$ cat config.mk
export PLATFORM = sky130hd
export DESIGN_NAME = aes128_key_expand
export DESIGN_NICKNAME = d
export VERILOG_FILES = /design/src/rtl/aes128_key_expand_pkg.sv /design/src/rtl/aes_rk_store.sv /design/src/rtl/aes128_key_expand.sv
export SDC_FILE = /design/constraint.sdc
export NUM_CORES = 1
export LEC_CHECK = 0
export BUFFER_PORTS_ARGS = -buffer_cell sky130_fd_sc_hd__buf_2
export CAP_MARGIN = 15
export CORE_MARGIN = 2
export CORE_UTILIZATION = 35
export CTS_BUF_LIST = sky130_fd_sc_hd__clkbuf_2
export CTS_CLUSTER_DIAMETER = 200
export DETAILED_ROUTE_END_ITERATION = 10
export GPL_ROUTABILITY_DRIVEN = 0
export PLACE_DENSITY_LB_ADDON = 0.08
export SLEW_MARGIN = 20
export SYNTH_ARGS = -nofsm -noshare
export SYNTH_HDL_FRONTEND = slang
export SYNTH_SLANG_ARGS = --single-unit
$ cat constraint.sdc
create_clock -name clk -period 25.6 [get_ports clk]
set_input_delay 2.56 -clock clk [delete_from_list [all_inputs] [get_ports clk]]
set_output_delay 2.56 -clock clk [all_outputs]
set_load 0.1 [all_outputs]
$ cat src/rtl/aes128_key_expand_pkg.sv
// Shared AES-128 constants, types and small word helpers.
package aes128_key_expand_pkg;

    localparam int unsigned AES128_NR = 10;
    localparam int unsigned NUM_KEYS  = AES128_NR + 1;
    localparam int unsigned IDX_W     = 4;
    localparam int unsigned WORD_W    = 32;
    localparam int unsigned BLOCK_W   = 128;

    localparam logic [7:0] RCON_INIT  = 8'h01;
    localparam logic [7:0] XTIME_POLY = 8'h1B;

    typedef logic [WORD_W-1:0]  aes_word_t;
    typedef logic [BLOCK_W-1:0] aes_block_t;

    // Cyclic left rotation of a word by one byte.
    function automatic aes_word_t rot_word(input aes_word_t w);
        return {w[23:0], w[31:24]};
    endfunction

    // Multiply by x in GF(2^8).
    function automatic logic [7:0] xtime(input logic [7:0] b);
        return {b[6:0], 1'b0} ^ (b[7] ? XTIME_POLY : 8'h00);
    endfunction

endpackage

$ cat src/rtl/aes_rk_store.sv
// Round-key store: 11 x 128-bit entries, one write port, one combinational read port.
// Per-entry valid bits make unwritten entries read as zero.
module aes_rk_store
    import aes128_key_expand_pkg::*;
(
    input  logic               clk,
    input  logic               rst,
    input  logic               clr_i,
    input  logic               we_i,
    input  logic [IDX_W-1:0]   widx_i,
    input  logic [BLOCK_W-1:0] wdata_i,
    input  logic [IDX_W-1:0]   ridx_i,
    output logic [BLOCK_W-1:0] rdata_o
);

    aes_block_t          mem_q [NUM_KEYS];
    logic [NUM_KEYS-1:0] vld_q;
    logic [NUM_KEYS-1:0] vld_d;
    logic                w_in_range;
    logic                r_in_range;

    assign w_in_range = (widx_i < IDX_W'(NUM_KEYS));
    assign r_in_range = (ridx_i < IDX_W'(NUM_KEYS));

    // Valid bits: a new expansion invalidates all entries except the one being written.
    always_comb begin
        vld_d = clr_i ? '0 : vld_q;
        if (we_i && w_in_range) begin
            vld_d[widx_i] = 1'b1;
        end
    end

    // Valid register.
    always_ff @(posedge clk) begin
        if (rst) begin
            vld_q <= '0;
        end else begin
            vld_q <= vld_d;
        end
    end

    // Key storage, contents do not need reset.
    always_ff @(posedge clk) begin
        if (we_i && w_in_range) begin
            mem_q[widx_i] <= wdata_i;
        end
    end

    // Combinational read, zero for out-of-range or not-yet-written entries.
    always_comb begin
        rdata_o = '0;
        if (r_in_range && vld_q[ridx_i]) begin
            rdata_o = mem_q[ridx_i];
        end
    end

endmodule

$ cat src/rtl/aes128_key_expand.sv
// Sequential AES-128 key schedule: one round key per clock, streamed and stored.
module aes128_key_expand
    import aes128_key_expand_pkg::*;
#(
    parameter int unsigned NR = AES128_NR,
    parameter int unsigned KW = BLOCK_W
) (
    input  logic          clk,
    input  logic          rst,
    input  logic          start,
    input  logic [KW-1:0] key_in,
    output logic [31:0]   sw_x,
    input  logic [31:0]   sw_y,
    output logic          busy,
    output logic          rk_valid,
    output logic [3:0]    rk_idx,
    output logic [KW-1:0] rk_out,
    output logic          done,
    output logic          keys_ready,
    input  logic [3:0]    rd_idx,
    output logic [KW-1:0] rd_key
);

    localparam logic [0:0] ST_IDLE = 1'b0;
    localparam logic [0:0] ST_GEN  = 1'b1;

    logic [0:0]       state_q, state_d;
    logic [IDX_W-1:0] round_q, round_d;
    logic [7:0]       rcon_q, rcon_d;
    aes_block_t       key_q, key_d;
    logic             busy_q, busy_d;
    logic             rk_valid_q, rk_valid_d;
    logic [IDX_W-1:0] rk_idx_q, rk_idx_d;
    aes_block_t       rk_out_q, rk_out_d;
    logic             done_q, done_d;
    logic             keys_ready_q, keys_ready_d;

    logic             st_clr, st_we;
    logic [IDX_W-1:0] st_widx;
    aes_block_t       st_wdata;

    aes_word_t        t_w, n0, n1, n2, n3;
    aes_block_t       next_key;

    // Round function on the current key; SubWord comes back through sw_y.
    assign sw_x     = rot_word(key_q[31:0]);
    assign t_w      = sw_y ^ {rcon_q, 24'h0};
    assign n0       = key_q[127:96] ^ t_w;
    assign n1       = n0 ^ key_q[95:64];
    assign n2       = n1 ^ key_q[63:32];
    assign n3       = n2 ^ key_q[31:0];
    assign next_key = {n0, n1, n2, n3};

    // Next-state and output logic.
    always_comb begin
        state_d      = state_q;
        round_d      = round_q;
        rcon_d       = rcon_q;
        key_d        = key_q;
        busy_d       = busy_q;
        rk_valid_d   = 1'b0;
        rk_idx_d     = rk_idx_q;
        rk_out_d     = rk_out_q;
        done_d       = 1'b0;
        keys_ready_d = keys_ready_q;
        st_clr       = 1'b0;
        st_we        = 1'b0;
        st_widx      = '0;
        st_wdata     = next_key;

        case (state_q)
            ST_IDLE: begin
                busy_d = 1'b0;
                // busy_q still high here means this is the done cycle: start is ignored.
                if (start && !busy_q) begin
                    key_d        = key_in;
                    st_clr       = 1'b1;
                    st_we        = 1'b1;
                    st_widx      = '0;
                    st_wdata     = key_in;
                    busy_d       = 1'b1;
                    rk_valid_d   = 1'b1;
                    rk_idx_d     = '0;
                    rk_out_d     = key_in;
                    keys_ready_d = 1'b0;
                    round_d      = IDX_W'(1);
                    rcon_d       = RCON_INIT;
                    state_d      = ST_GEN;
                end
            end
            ST_GEN: begin
                busy_d     = 1'b1;
                key_d      = next_key;
                st_we      = 1'b1;
                st_widx    = round_q;
                rk_valid_d = 1'b1;
                rk_idx_d   = round_q;
                rk_out_d   = next_key;
                rcon_d     = xtime(rcon_q);
                round_d    = round_q + IDX_W'(1);
                if (round_q == IDX_W'(NR)) begin
                    done_d       = 1'b1;
                    keys_ready_d = 1'b1;
                    round_d      = '0;
                    rcon_d       = RCON_INIT;
                    state_d      = ST_IDLE;
                end
            end
            default: begin
                state_d = ST_IDLE;
            end
        endcase
    end

    // State and output registers.
    always_ff @(posedge clk) begin
        if (rst) begin
            state_q      <= ST_IDLE;
            round_q      <= '0;
            rcon_q       <= RCON_INIT;
            key_q        <= '0;
            busy_q       <= 1'b0;
            rk_valid_q   <= 1'b0;
            rk_idx_q     <= '0;
            rk_out_q     <= '0;
            done_q       <= 1'b0;
            keys_ready_q <= 1'b0;
        end else begin
            state_q      <= state_d;
            round_q      <= round_d;
            rcon_q       <= rcon_d;
            key_q        <= key_d;
            busy_q       <= busy_d;
            rk_valid_q   <= rk_valid_d;
            rk_idx_q     <= rk_idx_d;
            rk_out_q     <= rk_out_d;
            done_q       <= done_d;
            keys_ready_q <= keys_ready_d;
        end
    end

    assign busy       = busy_q;
    assign rk_valid   = rk_valid_q;
    assign rk_idx     = rk_idx_q;
    assign rk_out     = rk_out_q;
    assign done       = done_q;
    assign keys_ready = keys_ready_q;

    aes_rk_store u_store (
        .clk     (clk),
        .rst     (rst),
        .clr_i   (st_clr),
        .we_i    (st_we),
        .widx_i  (st_widx),
        .wdata_i (st_wdata),
        .ridx_i  (rd_idx),
        .rdata_o (rd_key)
    );

endmodule

; ---- Yosys cells after proc, flatten, opt, wreduce, memory -nomap -nowiden
; Memory sizes are Yosys's and may differ from the RTL's.
; Cells that the tools add are included.
[totals]
mem_bits_ro = 0
latch_bits = 0
elab_cells = 66
ram_bits = 1408
reg_bits = 159
mem_count = 1
[op_classes]
eq_ne = 3
n_lt_le_gt_ge = 5
shift = 0
mux = 32
mul = 0
bitwise_logic = 8
n_reduce_logical = 7
n_div = 0
n_addsub = 1
[mem_list]
columns = name, depth, width, read_ports, rd_ports_with_merged_regs, write_ports, line
row1 = u_store.mem_q, 11, 128, 1, 0, 1, aes_rk_store.sv:16  ; aes_block_t mem_q [NUM_KEYS];
[op_table]
columns = op, count
row1 = 2-to-1 mux 128 bit, 4
row2 = case mux 128 bit (2 select lines), 1
row3 = bitwise XOR 32 bit, 5
row4 = case mux 4 bit (2 select lines), 3
row5 = 2-to-1 mux 11 bit, 2
row6 = 2-to-1 mux 8 bit, 2
row7 = case mux 8 bit (2 select lines), 1
row8 = 2-to-1 mux 4 bit, 3
row9 = OR 11 bit, 1
row10 = "< comparator 4 x 5 -> 1 bit, second input constant", 2
row11 = 2-to-1 mux 1 bit, 10
row12 = "< comparator 4 bit, second input constant", 2
row13 = bitwise XOR 8 x 5 -> 8 bit, 1
row14 = case mux 1 bit (2 select lines), 3
row15 = 2-to-1 mux 5 bit, 1
row16 = "adder 4 x 1 -> 4 bit, second input constant", 1
row17 = binary-select mux 1 bit (select 4 bit), 1
row18 = demux 1 bit (select 4 bit), 1
row19 = "equality test 4 bit, second input constant", 1
row20 = "greater-or-equal comparator 4 x 1 -> 1 bit, second input constant", 1
row21 = logical AND 1 bit, 4
row22 = "!= test 2 x 1 -> 1 bit, second input constant", 1
row23 = "!= test 2 bit, second input constant", 1
row24 = AND reduction 2 bit, 1
row25 = 3 further kinds, 3

; ---- Depth between registers and ports, before layout
[logic_depth]
word_depth = 8
mapped_depth = 8
mapped_depth_nobuf = 6

; ---- Hierarchy
; From an unflattened synthesis, not the netlist that was laid out.
[unflattened]
hier_cells = 4185
area_unflattened_um2 = 64869.7
[modules_own_cells]
columns = mod, n_inst, cells_per_inst, area_per_inst_um2
row1 = aes_rk_store, 1, 2932, 55081.6
row2 = aes128_key_expand, 1, 1253, 9788.1

; ---- Worst setup path after synthesis
; No wires, ideal clock.
[synth_timing]
path_type = register to register
startpoint = reg state_q
endpoint = mem u_store.mem_q[0][0] (netlist name) (enable)
arrival_ns = 10.466
period_less_slack_ns = 11.272
path_buffers = 1
slack_ns = 14.328
setup_ns = 0.806
path_stages_with_launch = 4
path_cell_list = dfxtp_1 > clkbuf_1 > or3b_2 > o31ai_1
[synth_between]
elab_chain_len = 6
elab_cells_between_ends = 7
[synth_rtl]
columns = element, line
row1 = start: declaration, aes128_key_expand.sv:27  ; logic [0:0] state_q, state_d;
row2 = start signal: assignment, aes128_key_expand.sv:129  ; state_q <= state_d;
row3 = inverter 1 bit, n/a
row4 = case mux 4 bit (2 select lines), aes128_key_expand.sv:71  ; case (state_q)
row5 = < comparator 4 bit, aes_rk_store.sv:22  ; assign w_in_range = (widx_i < IDX_W'(NUM_KEYS));
row6 = logical AND 1 bit, aes_rk_store.sv:44  ; if (we_i && w_in_range) begin
row7 = 2-to-1 mux 1 bit, aes_rk_store.sv:44
row8 = 2-to-1 mux 1 bit (implied by the code), aes_rk_store.sv:45  ; mem_q[widx_i] <= wdata_i;
row9 = end: declaration, aes_rk_store.sv:16
; Several ways; a longest one is shown, not always the timed one.

; ---- Worst setup path in the final report
[layout_timing]
startpoint = in rd_idx[3]
endpoint = out rd_key[121]
[layout_between]
elab_chain_len = 4
elab_cells_between_ends = 6
[layout_rtl]
columns = element, line
row1 = start: declaration, aes128_key_expand.sv:20  ; input logic [3:0] rd_idx,
row2 = binary-select mux 1 bit (select 4 bit), aes_rk_store.sv:52  ; if (r_in_range && vld_q[ridx_i]) begin
row3 = 2-to-1 mux 1 bit (implied by the code), aes_rk_store.sv:52
row4 = logical AND 1 bit, aes_rk_store.sv:52
row5 = 2-to-1 mux 128 bit *, aes_rk_store.sv:52
row6 = end: declaration, aes128_key_expand.sv:21  ; output logic [KW-1:0] rd_key
; Every way passes the cells marked *; elsewhere a longest branch is shown, timed or not. The select of a mux whose other input is x is not followed.

==> impl_metrics.py <==
metrics = {
    "timing": {
        "finalCritPeriodShare": 0.3618,
        "max_freq_mhz": 108.0,
        "hold_ws_ns": 0.4634,
        "slew_violations": 0,
        "tns_ns": 0,
        "report.final.hold_viol_count": 0,
        "setup_viol": 0,
        "clock-skew-final_ns": 0.1102,
        "max-slew-margin-rel": 0.2260,
        "tightest_slew_ns": 1.161,
        "fin_crit_ns": 9.262,
        "rsz0062_at_grt": "false",
    },
    "logic_synthesis": {
        "netlist_area_sq_mm": 0.06303,
        "synth_top_area_share": 0.6708,
        "synth_seq_cells": 1567,
        "yosysSeqAreaShare": 0.7214,
        "syn-num-nets": 3841,
        "ys.flop_type": "edfxtp_1",
        "synth_area_leaders": "edfxtp_1, mux4_2, dfxtp_1",
        "syn-instance-count": 3672,
        "synth_edf_count": 1408,
        "synth_cell_type_count": 43,
        "synthArstFlopShare": 0,
        "synth_top_cell_by_area": "edfxtp_1",
        "avgSynthCellArea_sq_um": 17.16,
        "ys_warn_count": 0,
    },
    "floorplan": {
        "ios": 463,
        "dieArea_sq_mm": 0.1835,
        "core_sq_mm": 0.1786,
        "start_util": 0.3529,
        "die_h_um": 428.4,
        "die_w_um": 428.4,
        "placementRows": 155,
    },
    "worst_setup_path": {
        "cp-end-kind": "primary output",
        "crit_type": "in2out",
        "crit_top_cell": "buf_4",
        "crit_fanout": 60,
        "required_ns": 23.04,
        "start_kind": "input pin",
        "crit_chain": "buf_2 -> buf_4 -> nor2b_4 -> buf_4 -> buf_4 -> a22oi_1 -> a21oi_1 -> buf_2",
        "crit_arrival_ns": 6.70,
        "crit_path_max_incr_delay_ns": 0.81,
        "slowest_stage": "buf_4",
    },
    "cts": {
        "cts_setup_buffers": 0,
        "clockBufferDepth": 4,
        "cts_tree": "yes",
        "cts_resized": 0,
        "clk_pin_slew_ns": 0.09,
        "cts_buffers": 432,
        "clkSinkCount": 1567,
        "clock_latency_ns": 1.79,
        "cts_hold_buf": 0,
        "cts_root_buf": "clkbuf_2",
        "htreeDepth": 5,
    },
    "job": {
        "max_cap_viol_count": 0,
    },
    "routing": {
        "first_pass_iters": 5,
        "postRouteAntennaNets": 0,
        "vias_per_cell": 5.341,
        "drt_iter0_drc": 2983,
        "vias": 37850,
        "routed_wl_um": 215000,
        "drc": 0,
        "wl_per_cell_um": 30.34,
    },
    "global_route": {
        "grt_pass1_wl_um": 298400,
        "antenna_found_initial": 14,
        "grt_max_degree": 117,
        "grt_overflow_total": 0,
        "grt_pass1_vias": 38638,
        "grt.total_usage": 0.2304,
    },
    "power": {
        "power-per-cell-area_mw_per_mm2": 82.38,
        "peakVddDrop_v": 0.00004666,
        "power_leakage_nw": 25.11,
    },
    "layout": {
        "final_cell_mix": "edfxtp_1, clkbuf_2, buf_2",
        "instances_no_fill": 7087,
        "finish.instance_area_sq_mm": 0.07203,
        "drive_gt1_frac": 0.3551,
        "final_common_cell": "edfxtp_1",
        "seqCellArea_sq_mm": 0.04547,
        "finish.utilization": 0.4033,
        "nets": 4574,
        "num-fill-cells": 16734,
        "area_delta_synth_final_pct": 14.28,
        "multi_input_area_sq_mm": 0.01644,
    },
    "placement": {
        "postPlaceCellArea_sq_mm": 0.06825,
        "dp_cells": 6325,
        "portBuffers": 462,
        "place_hpwl_um": 126500,
    },
    "min_path": {
        "hold_class": "reg2reg",
    },
    "run_status": {
        "outcome": "complete, no violations",
    },
}
==> path summary, 6_finish.rpt <==
kind	startpoint	to	slack, ns	cells after the start
min reg2reg	keys_ready$_SDFFE_PP0P_	keys_ready$_SDFFE_PP0P_	0.46	2
min	keys_ready$_SDFFE_PP0P_	keys_ready$_SDFFE_PP0P_	0.46	2
max reg2reg	rk_valid$_SDFF_PP0_	u_store.mem_q[8][83]$_DFFE_PP_	21.18	8
max	rd_idx[3]	rd_key[121]	16.34	8
==> registers in the layout, summed over array words and instances (netlist names) <==
register	count
rcon_q	8
rk_idx	4
done	1
rk_out	128
u_store.mem_q	1408
round_q	4
u_store.vld_q	11
keys_ready	1
state_q	1
rk_valid	1
==> cell type report <==
type                       instances  share of cell area
antenna                           12           0.0004169
sequential                      1567              0.6312
timing repair buffer             587             0.04723
inverter                           3           0.0002258
clock inverter                   105            0.006931
multi-input combinational       1814              0.2283
tap                             2355             0.04091
clock buffer                     644             0.04475
==> layer usage <==
metal | GRT usage | part of all wire | vias to the layer above | wire [um]
met5 | 0 | 0 | - | 0
met4 | 0.09156 | 0.033 | 0 | 7065
met3 | 0.04534 | 0.054 | 332 | 11690
met2 | 0.3904 | 0.50 | 1295 | 108100
met1 | 0.2898 | 0.41 | 19867 | 88140
li1 | - | - | 16356 | -
==> report_power, final <==
| group | leakage [nW] | total, mW | internal [mW] | switching, mW |
|---|---|---|---|---|
| sequential | 14.1 | 3.09 | 3.04 | 0.0510 |
| combinational | 8.15 | 1.09 | 0.252 | 0.836 |
| clock | 2.91 | 1.75 | 0.694 | 1.06 |
==> stage by stage <==
stage	power, mW	worst slack, ns
final	5.933	16.34
after global routing	6.205	16.28
after CTS	6.024	16.24
after detailed placement	4.254	16.25
after global placement	4.251	16.28
after floorplan	3.808	14.33
==> critical path, delay by kind of cell <==
| family | cells | cell delay (ns) |
|---|---|---|
| buffers and inverters | 5 | 2.60 |
| AO/OA/AOI/OAI | 2 | 0.75 |
| AND/OR/NAND/NOR | 1 | 0.59 |
==> logic make-up after synthesis <==
| family | after synthesis | synth area share |
|---|---|---|
| DFF | 1567 | 0.7214 |
| muxes | 395 | 0.1164 |
| buffers and inverters | 291 | 0.02136 |
| adders and majority gates | 2 | 0.0003970 |
| AOI/OAI and AO/OA | 712 | 0.07288 |
| and+or+nand+nor | 571 | 0.04086 |
| xor gates and xnor gates | 134 | 0.02680 |
==> cell usage after synthesis (all sizes together), types with 29 or more instances <==
library cell	instances
dfxtp	159
xnor3	32
and3	67
xnor2	30
nor2	118
xor2	67
a21oi	208
a31oi	29
edfxtp	1408
mux4	258
a22oi	240
a211oi	93
buf	123
nand2	284
clkbuf	165
o21ai	102
mux2	121
Note: power is estimated with default switching activity, not from simulation.
